`config.mk`:
```
export PLATFORM = sky130hd
export DESIGN_NAME = sram_burst_engine
export DESIGN_NICKNAME = d
export VERILOG_FILES = /design/src/rtl/sram_pkg.sv /design/src/rtl/sync_fifo.sv /design/src/rtl/sram_burst_engine.sv
export SDC_FILE = /design/constraint.sdc
export NUM_CORES = 1
export LEC_CHECK = 0
export CORE_ASPECT_RATIO = 1.5
export CORE_MARGIN = 1
export CORE_UTILIZATION = 46
export CTS_CLUSTER_DIAMETER = 120
export CTS_CLUSTER_SIZE = 10
export DETAILED_ROUTE_END_ITERATION = 6
export PLACE_DENSITY = 0.74
export SETUP_SLACK_MARGIN = 0.15
export SLEW_MARGIN = 10
export SYNTH_ARGS = -nofsm -noshare
export SYNTH_HDL_FRONTEND = slang
export SYNTH_SLANG_ARGS = --single-unit
```
`constraint.sdc`:
```
create_clock -name clk -period 2.6 [get_ports clk]
set_clock_uncertainty 0.15 [all_clocks]
set_input_delay 0.52 -clock clk [delete_from_list [all_inputs] [get_ports clk]]
set_output_delay 0.52 -clock clk [all_outputs]
set_load 0.03 [all_outputs]
```
`src/rtl/sram_pkg.sv`:
```
// Shared widths, constants and FSM encoding for the SRAM burst engine.
package sram_pkg;

  localparam int         SRAM_ADDR_W = 18;
  localparam int         SRAM_DATA_W = 16;
  localparam logic [1:0] SRAM_BE_ALL = 2'b11;

  typedef enum logic [1:0] {
    ST_IDLE  = 2'd0,
    ST_WRITE = 2'd1,
    ST_READ  = 2'd2,
    ST_DRAIN = 2'd3
  } state_t;

endpackage

```
`src/rtl/sync_fifo.sv`:
```
// Single-clock FIFO with occupancy count; buffers read returns for the burst engine.
module sync_fifo #(
  parameter int WIDTH = 16,
  parameter int DEPTH = 4
) (
  input  logic                       clk,
  input  logic                       reset,
  input  logic                       i_push,
  input  logic [WIDTH-1:0]           i_push_data,
  input  logic                       i_pop,
  output logic [WIDTH-1:0]           o_pop_data,
  output logic [$clog2(DEPTH):0]     o_count,
  output logic                       o_empty,
  output logic                       o_full
);

  localparam int AW = $clog2(DEPTH);
  localparam int CW = AW + 1;

  logic [WIDTH-1:0] r_mem [DEPTH];
  logic [AW-1:0]    r_wr_ptr;
  logic [AW-1:0]    r_rd_ptr;
  logic [CW-1:0]    r_count;
  logic             w_do_push;
  logic             w_do_pop;

  assign o_empty   = (r_count == '0);
  assign o_full    = (r_count == CW'(DEPTH));
  // a pop frees the slot, so a push into a full FIFO is fine in the same cycle
  assign w_do_pop  = i_pop && !o_empty;
  assign w_do_push = i_push && (!o_full || w_do_pop);

  always_ff @(posedge clk) begin
    if (reset) begin
      r_wr_ptr <= '0;
      r_rd_ptr <= '0;
      r_count  <= '0;
    end else begin
      if (w_do_push) r_wr_ptr <= r_wr_ptr + AW'(1);
      if (w_do_pop)  r_rd_ptr <= r_rd_ptr + AW'(1);
      case ({w_do_push, w_do_pop})
        2'b10:   r_count <= r_count + CW'(1);
        2'b01:   r_count <= r_count - CW'(1);
        default: r_count <= r_count;
      endcase
    end
  end

  always_ff @(posedge clk) begin
    if (w_do_push) r_mem[r_wr_ptr] <= i_push_data;
  end

  assign o_pop_data = r_mem[r_rd_ptr];
  assign o_count    = r_count;

endmodule

```
`src/rtl/sram_burst_engine.sv`:
```
// Splits a burst command into single-word sram_top requests; read returns are
// buffered in a credit-limited FIFO so it can never overflow.
//
//   state    | meaning
//   ---------+--------------------------------------------------------
//   ST_IDLE  | cmd_ready=1, waiting for a burst command
//   ST_WRITE | one request per write-stream word until remaining hits 0
//   ST_READ  | issue reads while words remain and FIFO credit is free
//   ST_DRAIN | all reads issued, waiting for the last return, then done
module sram_burst_engine
  import sram_pkg::*;
#(
  parameter int LEN_W         = 10,
  parameter int RD_FIFO_DEPTH = 4
) (
  input  logic                   clk,
  input  logic                   reset,
  input  logic                   cmd_valid,
  output logic                   cmd_ready,
  input  logic                   cmd_rd,
  input  logic [SRAM_ADDR_W-1:0] cmd_addr,
  input  logic [LEN_W-1:0]       cmd_len,
  input  logic                   wr_valid,
  output logic                   wr_ready,
  input  logic [SRAM_DATA_W-1:0] wr_data,
  output logic                   rd_valid,
  input  logic                   rd_ready,
  output logic [SRAM_DATA_W-1:0] rd_data,
  output logic                   done,
  output logic                   sram_req,
  input  logic                   sram_ready,
  output logic                   sram_rd,
  output logic [SRAM_ADDR_W-1:0] sram_addr,
  output logic [1:0]             sram_be,
  output logic [SRAM_DATA_W-1:0] sram_wr_data,
  input  logic                   sram_rd_data_vld,
  input  logic [SRAM_DATA_W-1:0] sram_rd_data
);

  localparam int CNT_W = $clog2(RD_FIFO_DEPTH) + 1;
  localparam int REM_W = LEN_W + 1;

  state_t                 r_state;
  state_t                 w_state_nxt;
  logic [SRAM_ADDR_W-1:0] r_addr;
  logic [REM_W-1:0]       r_remaining;
  logic [CNT_W-1:0]       r_outstanding;
  logic                   r_done;

  logic                   w_req;
  logic                   w_rd;
  logic                   w_finish;
  logic                   w_hs;
  logic                   w_last;
  logic                   w_ret;
  logic                   w_push;
  logic                   w_pop;
  logic                   w_credit;
  logic [CNT_W:0]         w_inflight;
  logic [CNT_W-1:0]       w_fifo_count;
  logic                   w_fifo_empty;
  logic                   w_fifo_full;

  assign w_hs   = w_req && sram_ready;
  assign w_last = (r_remaining == REM_W'(1));

  // credit counts both words still in flight and words waiting in the FIFO
  assign w_inflight = {1'b0, r_outstanding} + {1'b0, w_fifo_count};
  assign w_credit   = (w_inflight < (CNT_W + 1)'(RD_FIFO_DEPTH));

  // a return with nothing outstanding is a protocol error and is dropped
  assign w_ret  = sram_rd_data_vld && (r_outstanding != '0);
  assign w_pop  = rd_valid && rd_ready;
  assign w_push = w_ret && (!w_fifo_full || w_pop);

  always_comb begin
    w_state_nxt = r_state;
    w_req       = 1'b0;
    w_rd        = 1'b0;
    w_finish    = 1'b0;
    wr_ready    = 1'b0;
    cmd_ready   = 1'b0;
    case (r_state)
      ST_IDLE: begin
        cmd_ready = 1'b1;
        if (cmd_valid) w_state_nxt = cmd_rd ? ST_READ : ST_WRITE;
      end
      ST_WRITE: begin
        w_req    = wr_valid;
        wr_ready = wr_valid && sram_ready;
        if (w_hs && w_last) begin
          w_state_nxt = ST_IDLE;
          w_finish    = 1'b1;
        end
      end
      ST_READ: begin
        w_rd  = 1'b1;
        w_req = (r_remaining != '0) && w_credit;
        if (w_hs && w_last) w_state_nxt = ST_DRAIN;
      end
      ST_DRAIN: begin
        if ((r_outstanding == '0) || ((r_outstanding == CNT_W'(1)) && w_ret)) begin
          w_state_nxt = ST_IDLE;
          w_finish    = 1'b1;
        end
      end
      default: w_state_nxt = ST_IDLE;
    endcase
  end

  always_ff @(posedge clk) begin
    if (reset) begin
      r_state       <= ST_IDLE;
      r_addr        <= '0;
      r_remaining   <= '0;
      r_outstanding <= '0;
      r_done        <= 1'b0;
    end else begin
      r_state <= w_state_nxt;
      r_done  <= w_finish;
      if (r_state == ST_IDLE && cmd_valid) begin
        r_addr      <= cmd_addr;
        r_remaining <= {1'b0, cmd_len} + REM_W'(1);
      end else if (w_hs) begin
        r_addr      <= r_addr + SRAM_ADDR_W'(1);
        r_remaining <= r_remaining - REM_W'(1);
      end
      case ({w_hs && (r_state == ST_READ), w_ret})
        2'b10:   r_outstanding <= r_outstanding + CNT_W'(1);
        2'b01:   r_outstanding <= r_outstanding - CNT_W'(1);
        default: r_outstanding <= r_outstanding;
      endcase
    end
  end

  sync_fifo #(
    .WIDTH (SRAM_DATA_W),
    .DEPTH (RD_FIFO_DEPTH)
  ) u_rd_fifo (
    .clk         (clk),
    .reset       (reset),
    .i_push      (w_push),
    .i_push_data (sram_rd_data),
    .i_pop       (w_pop),
    .o_pop_data  (rd_data),
    .o_count     (w_fifo_count),
    .o_empty     (w_fifo_empty),
    .o_full      (w_fifo_full)
  );

  assign rd_valid     = !w_fifo_empty;
  assign done         = r_done;
  assign sram_req     = w_req;
  assign sram_rd      = w_req && w_rd;
  assign sram_addr    = w_req ? r_addr : '0;
  assign sram_wr_data = (w_req && !w_rd) ? wr_data : '0;
  assign sram_be      = SRAM_BE_ALL;

endmodule

```
==> results of run 1 <==
## registers in the layout, summed over array words and instances (netlist names), 2 cells and up, named ones only
register	count
r_state	2
r_addr	18
u_rd_fifo.r_rd_ptr	2
u_rd_fifo.r_mem	64
r_outstanding	3
u_rd_fifo.o_count	3
r_remaining	11
u_rd_fifo.r_wr_ptr	2
## worst max-delay path: cells and delay by family, from the launching register on
family	cells	cell delay, ns
DFF	1	0.34
AOI/OAI and AO/OA	1	0.20
buffers and inverters	2	0.27
adders and majority gates	1	0.24
and+or+nand+nor	4	0.71
## metal layers
| layer | part of all wire | global-route usage | vias to the layer above |
|---|---|---|---|
| met2 | 0.54 | 0.4221 | 160 |
| met3 | 0.040 | 0.04377 | 33 |
| met5 | 0 | 0 | - |
| li1 | - | - | 2107 |
| met1 | 0.38 | 0.2339 | 2169 |
| met4 | 0.032 | 0.1058 | 0 |
## cell families after synthesis
| family | share of synthesized area |
|---|---|
| flops | 0.5123 |
| simple gates | 0.1944 |
| mux | 0.07319 |
| buf+inv | 0.03362 |
| compound gates | 0.09080 |
| xor+xnor | 0.04323 |
| fa+ha+maj | 0.05169 |
| other cells | 0.0006855 |
## cell type report
| class | count | area, um2 | share of cell area |
|---|---|---|---|
| timing repair buffer | 185 | 1886 | 0.2342 |
| tap | 150 | 187.7 | 0.02331 |
| clock inverter | 6 | 96.34 | 0.01196 |
| sequential | 108 | 2818 | 0.3499 |
| clock buffer | 10 | 229.0 | 0.02843 |
| multi-input combinational | 323 | 2759 | 0.3426 |
| inverter | 18 | 77.57 | 0.009633 |
## cells in the mapped netlist (3+ instances only)
| master | n |
|---|---|
| and2_1 | 42 |
| a211oi_1 | 13 |
| or3_1 | 4 |
| nor2_1 | 45 |
| o31ai_1 | 6 |
| xor2_1 | 9 |
| or4_1 | 7 |
| o32ai_1 | 3 |
| nand2_1 | 22 |
| buf_4 | 3 |
| mux4_2 | 16 |
| inv_1 | 18 |
| nand3_1 | 13 |
| ha_1 | 21 |
| nor4_1 | 4 |
| xnor2_1 | 18 |
| and4_1 | 5 |
| o21ai_0 | 7 |
| a21oi_1 | 7 |
| nor3_1 | 7 |
| nor4_2 | 3 |
| and3_1 | 6 |
| nor2b_1 | 4 |
| dfxtp_1 | 44 |
| edfxtp_1 | 64 |
| a31oi_1 | 4 |
| mux2i_1 | 4 |
| buf_1 | 3 |
| nand4_1 | 10 |
| a311oi_1 | 12 |
| clkbuf_1 | 15 |
## what timing repair did
| item | in CTS | in global routing |
|---|---|---|
| gates cloned | 1 | 1 |
| setup endpoints to repair | 78 | 69 |
| gates resized for setup | 91 | 62 |
| buffers inserted | 13 | 8 |
| pin swaps | 4 | 18 |
## power by group through the flow
stage | logic [mW] | clock network, mW | registers, mW
after detailed placement | 2.74 | 0 | 2.34
after global routing | 3.43 | 1.57 | 2.36
final | 3.20 | 1.47 | 2.33
after global placement | 2.67 | 0 | 2.32
after CTS | 2.96 | 1.50 | 2.31
after floorplan | 1.76 | 0 | 2.27
## worst min-delay path by stage
stage,startpoint,end,slack [ns],depth (start not counted)
after floorplan,r_addr[17],r_addr[17],0.32,2
after global placement,r_addr[16],r_addr[16],0.35,2
after detailed placement,r_addr[17],r_addr[17],0.35,2
after CTS,r_addr[17],r_addr[17],0.38,2
after global routing,r_remaining[0],r_remaining[0],0.40,2
final,r_remaining[0],r_remaining[0],0.37,2
==> impl_metrics.env, run 1 <==
export IMPL_avgSynthCellArea_um2=11.59
export IMPL_violations="setup timing"
export IMPL_fin_area_um2=8053
export IMPL_cts_buffer_depth=2
export IMPL_die_h_um=135.6
export IMPL_crit_path_start_kind="flip-flop"
export IMPL_status="finished, violations left"
export IMPL_die_width_um=91.04
export IMPL_power_total_mw=6.995
export IMPL_synth_top_area_frac=0.3513
export IMPL_netlist_area_um2=5470
export IMPL_slew_violations=0
export IMPL_drv_cap=0
export IMPL_cts_buffers=9
export IMPL_power_switching_mw=2.519
export IMPL_internal_power_mw=4.477
export IMPL_timing_fmax_ghz=0.3601
export IMPL_grt_use_total=0.2226
export IMPL_cp_data_arrival_time_ns=2.11
export IMPL_drcViolationCount=0
export IMPL_hold_viol_final=0
export IMPL_vias=4469
export IMPL_setup_viol_count_final=36
export IMPL_synth_ff_latch_count=108
export IMPL_holdCritPathClass="reg2reg"
export IMPL_ff2ff_setup_slack_ns=-0.03
export IMPL_relSlewSlack=0.3768
export IMPL_postSynthCellCount=472
export IMPL_fin_cells=800
export IMPL_whs_ns=0.3747
export IMPL_core_um2=11530
export IMPL_drtAntennaViolNets=0
export IMPL_grt_pass1_vias=4540
export IMPL_cp_slowest_cell="dfxtp_2"
export IMPL_post_route_period_util=1.068
export IMPL_final_util=0.6984
export IMPL_viasPerCell=5.586
export IMPL_path_class="reg2out"
export IMPL_clkTransAtPathRegs_ns=0.07
export IMPL_fillers=809
export IMPL_num_antenna_cells=0
export IMPL_worstRegToRegCells=8
export IMPL_power_frac_comb=0.457
export IMPL_ctsHoldBuffers=0
export IMPL_drive_gt1_frac=0.3492
export IMPL_tns_ns=-5.025
export IMPL_routabilityCongestion=0.8923
export IMPL_peakVddDrop_uv=438.3
export IMPL_antenna_found_initial=0
export IMPL_cp_endpoint="sram_wr_data[3]"
export IMPL_cts_root_buf="clkbuf_16"
export IMPL_rr_endpoint="r_addr[13]"
export IMPL_dr_first_iter_drc_count=147
export IMPL_ys_seq_area_frac=0.5124
export IMPL_crit_required_ns=1.93
export IMPL_gr_total_overflow=0
export IMPL_yosysTopAreaCell="edfxtp_1"
export IMPL_synthTopCellsByArea="edfxtp_1 (35%), dfxtp_1 (16%), mux4_2 (6.6%)"
export IMPL_layout_common_cells="clkdlybuf4s50_1 (69), edfxtp_1 (64), buf_4 (48), nor2_1 (43), buf_6 (41)"
export IMPL_cp_max_fo=16
export IMPL_rows=48
export IMPL_grt_pass1_wl_um=21420
export IMPL_die_area_um2=12340
export IMPL_syn_to_final_growth_pct=47.21
export IMPL_grt_start_max_net_pins=51
export IMPL_grt_setup_unrepaired="yes"
export IMPL_period_needed_ns=2.777
export IMPL_place_detailed_hpwl_um=9723
export IMPL_p_clk_frac=0.210
export IMPL_clk_latency_ns=0.34
export IMPL_crit_chain="ha_4, nor4b_4, a21o_4, nand3_4, nor2_4, buf_12, and2_1, buf_6"
export IMPL_h_tree_depth=3
export IMPL_ys_types=57
export IMPL_seq_power_share=0.333
export IMPL_firstDrtPassIters=4
export IMPL_worst_pin_slew_ns=0.9348
export IMPL_wirelength_um=13820
export IMPL_switching_share=0.3601
export IMPL_slowest_delay_ns=0.34
export IMPL_power_density_nw_per_um2=868.7
export IMPL_dp_slack_ns=-0.2727
export IMPL_fin_nets=735
export IMPL_critPathLaunch="r_outstanding[2]"
export IMPL_finalWorstSetupSlack_ns=-0.1768
export IMPL_layout_commonest_cell="clkdlybuf4s50_1"
export IMPL_ys_warnings_count=0
export IMPL_leakagePower_nw=2.893
export IMPL_r2r_start="r_outstanding[1]"
export IMPL_start_util=0.4744
export IMPL_dp_cells=761
export IMPL_io_buffers=123
export IMPL_place_area_um2=7167
export IMPL_synthArstFlopShare=0
export IMPL_clock_sinks=108
export IMPL_io_pins=126
export IMPL_synth_edf_count=64
export IMPL_routedWlPerCell_um=17.28
export IMPL_endpoint_kind="output pin"
export IMPL_ys_flop_type="edfxtp_1"
export IMPL_cts_tree="done"
No activity file was read; power rests on OpenSTA's default activity.
==> run 2, diff against run 1 <==
Settings changed: SETUP_SLACK_MARGIN 0.15 to 0.3.
==> impl_metrics.env, run 2 (same netlist as run 1, synthesis figures left out) <==
export IMPL_status="finished, violations left"
export IMPL_violations="setup timing"
export IMPL_rows=48
export IMPL_ctsHoldBuffers=0
export IMPL_layout_commonest_cell="clkdlybuf4s50_1"
export IMPL_routedWlPerCell_um=17.42
export IMPL_power_total_mw=6.812
export IMPL_die_h_um=135.6
export IMPL_timing_fmax_ghz=0.3646
export IMPL_setup_viol_count_final=36
export IMPL_rr_endpoint="u_rd_fifo.o_count[2]"
export IMPL_min_path_cells=2
export IMPL_period_needed_ns=2.743
export IMPL_relSlewSlack=0.6585
export IMPL_power_switching_mw=2.528
export IMPL_hold_viol_final=0
export IMPL_die_width_um=91.04
export IMPL_fin_nets=730
export IMPL_p_clk_frac=0.192
export IMPL_grt_pass1_vias=4566
export IMPL_core_um2=11530
export IMPL_path_class="reg2out"
export IMPL_drv_cap=0
export IMPL_internal_power_mw=4.283
export IMPL_clock_sinks=108
export IMPL_grt_pass1_wl_um=21880
export IMPL_power_frac_comb=0.466
export IMPL_post_route_period_util=1.055
export IMPL_drtAntennaViolNets=0
export IMPL_cp_data_arrival_time_ns=2.07
export IMPL_cts_tree="done"
export IMPL_cts_buffers=9
export IMPL_antenna_found_initial=0
export IMPL_drcViolationCount=0
export IMPL_place_detailed_hpwl_um=9905
export IMPL_gr_total_overflow=0
export IMPL_dr_first_iter_drc_count=211
export IMPL_largest_reg_flops=64
export IMPL_wirelength_um=13850
export IMPL_cp_max_fo=16
export IMPL_clk_latency_ns=0.34
export IMPL_grt_use_total=0.2294
export IMPL_cts_root_buf="clkbuf_16"
export IMPL_holdCritPathClass="reg2reg"
export IMPL_min_from="r_addr[16]"
export IMPL_clkTransAtPathRegs_ns=0.07
export IMPL_slew_violations=0
export IMPL_tns_ns=-3.514
export IMPL_min_delay_worst_endpoint="r_addr[16]"
export IMPL_peakVddDrop_uv=508.8
export IMPL_seq_power_share=0.342
export IMPL_worst_pin_slew_ns=0.5111
export IMPL_drive_gt1_frac=0.3581
export IMPL_viasPerCell=5.609
export IMPL_cts_buffer_depth=2
export IMPL_endpoint_kind="output pin"
export IMPL_firstDrtPassIters=5
export IMPL_power_density_nw_per_um2=863.2
export IMPL_io_pins=126
export IMPL_r2r_start="r_outstanding[1]"
export IMPL_finalWorstSetupSlack_ns=-0.1429
export IMPL_switching_share=0.3712
export IMPL_routabilityCongestion=0.8781
export IMPL_crit_required_ns=1.93
export IMPL_io_buffers=123
export IMPL_leakagePower_nw=2.855
export IMPL_num_antenna_cells=0
export IMPL_top_register="u_rd_fifo.r_mem"
export IMPL_h_tree_depth=3
export IMPL_die_area_um2=12340
export IMPL_syn_to_final_growth_pct=44.26
export IMPL_layout_common_cells="clkdlybuf4s50_1 (67), edfxtp_1 (64), buf_4 (63), nor2_1 (43), dfxtp_1 (34)"
export IMPL_fillers=837
export IMPL_ff2ff_setup_slack_ns=0.15
export IMPL_final_util=0.6844
export IMPL_crit_path_start_kind="flip-flop"
export IMPL_reg_top3="u_rd_fifo.r_mem x64, r_addr x18, r_remaining x11"
export IMPL_worstRegToRegCells=13
export IMPL_vias=4459
export IMPL_grt_start_max_net_pins=20
export IMPL_grt_setup_unrepaired="yes"
export IMPL_start_util=0.4744
-- run 2: per-stage QoR --
step / area [um2] / worst slack [ns] / std cells / hold WS (ns)
floorplan: 5633 / 0.2152 / 473 / 0.3173
CTS: 7757 / -0.1435 / 790 / 0.3604
global route: 7891 / -0.2300 / 795 / 0.3977
finish: 7891 / -0.1429 / 795 / 0.3620
detailed placement: 7186 / -0.2194 / 758 / 0.3499
global placement: 7186 / -0.1423 / 758 / 0.3383
-- run 2: worst max path at each step --
stage | startpoint | end | slack, ns | depth (start not counted)
detailed placement | wr_valid | sram_wr_data[3] | -0.22 | 7
floorplan | u_rd_fifo.o_count[2] | r_outstanding[2] | 0.22 | 12
finish | u_rd_fifo.o_count[2] | sram_wr_data[3] | -0.14 | 8
global placement | wr_valid | sram_wr_data[11] | -0.14 | 7
global route | u_rd_fifo.o_count[2] | sram_wr_data[3] | -0.23 | 8
CTS | u_rd_fifo.o_count[2] | sram_wr_data[3] | -0.14 | 8
-- run 2: area by class of cell --
| type | count | area [um2] | area share |
|---|---|---|---|
| clock buffers | 10 | 229.0 | 0.02902 |
| flip-flops and latches | 108 | 2830 | 0.3586 |
| clock inverters | 6 | 56.30 | 0.007135 |
| inverters | 18 | 72.57 | 0.009196 |
| well taps | 150 | 187.7 | 0.02378 |
| repair buffers | 181 | 1739 | 0.2204 |
| multi-input cells | 322 | 2776 | 0.3518 |
-- run 2: per-layer routing --
metal | vias up | GRT usage | share of wire
li1 | 2098 | - | -
met1 | 2137 | 0.2409 | 0.37
met2 | 187 | 0.4449 | 0.55
met3 | 37 | 0.04097 | 0.049
met4 | 0 | 0.09524 | 0.032
met5 | - | 0 | 0
-- run 2: power by group through the flow --
stage	logic [mW]	clock network, mW	registers (mW)
2_1_floorplan	1.79	0	2.28
3_3_place_gp	2.70	0	2.32
3_5_place_dp	2.77	0	2.34
4_1_cts	3.00	1.32	2.32
5_1_grt	3.41	1.40	2.36
6_report	3.17	1.31	2.33
-- run 2: repair_timing --
| action | CTS | global route |
|---|---|---|
| buffers inserted | 14 | 5 |
| resized for setup | 138 | 30 |
| cloned | 2 | 0 |
| pin swaps | 23 | 12 |
| setup endpoints to repair | 81 | 61 |
-- run 2: critical path: stages, from the launching register on --
cell	delay [ns]
dfxtp_4	0.36
ha_4	0.24
nor4b_4	0.28
a21o_4	0.19
nand3_4	0.10
nor2_4	0.15
buf_12	0.14
and2_2	0.15
buf_6	0.12
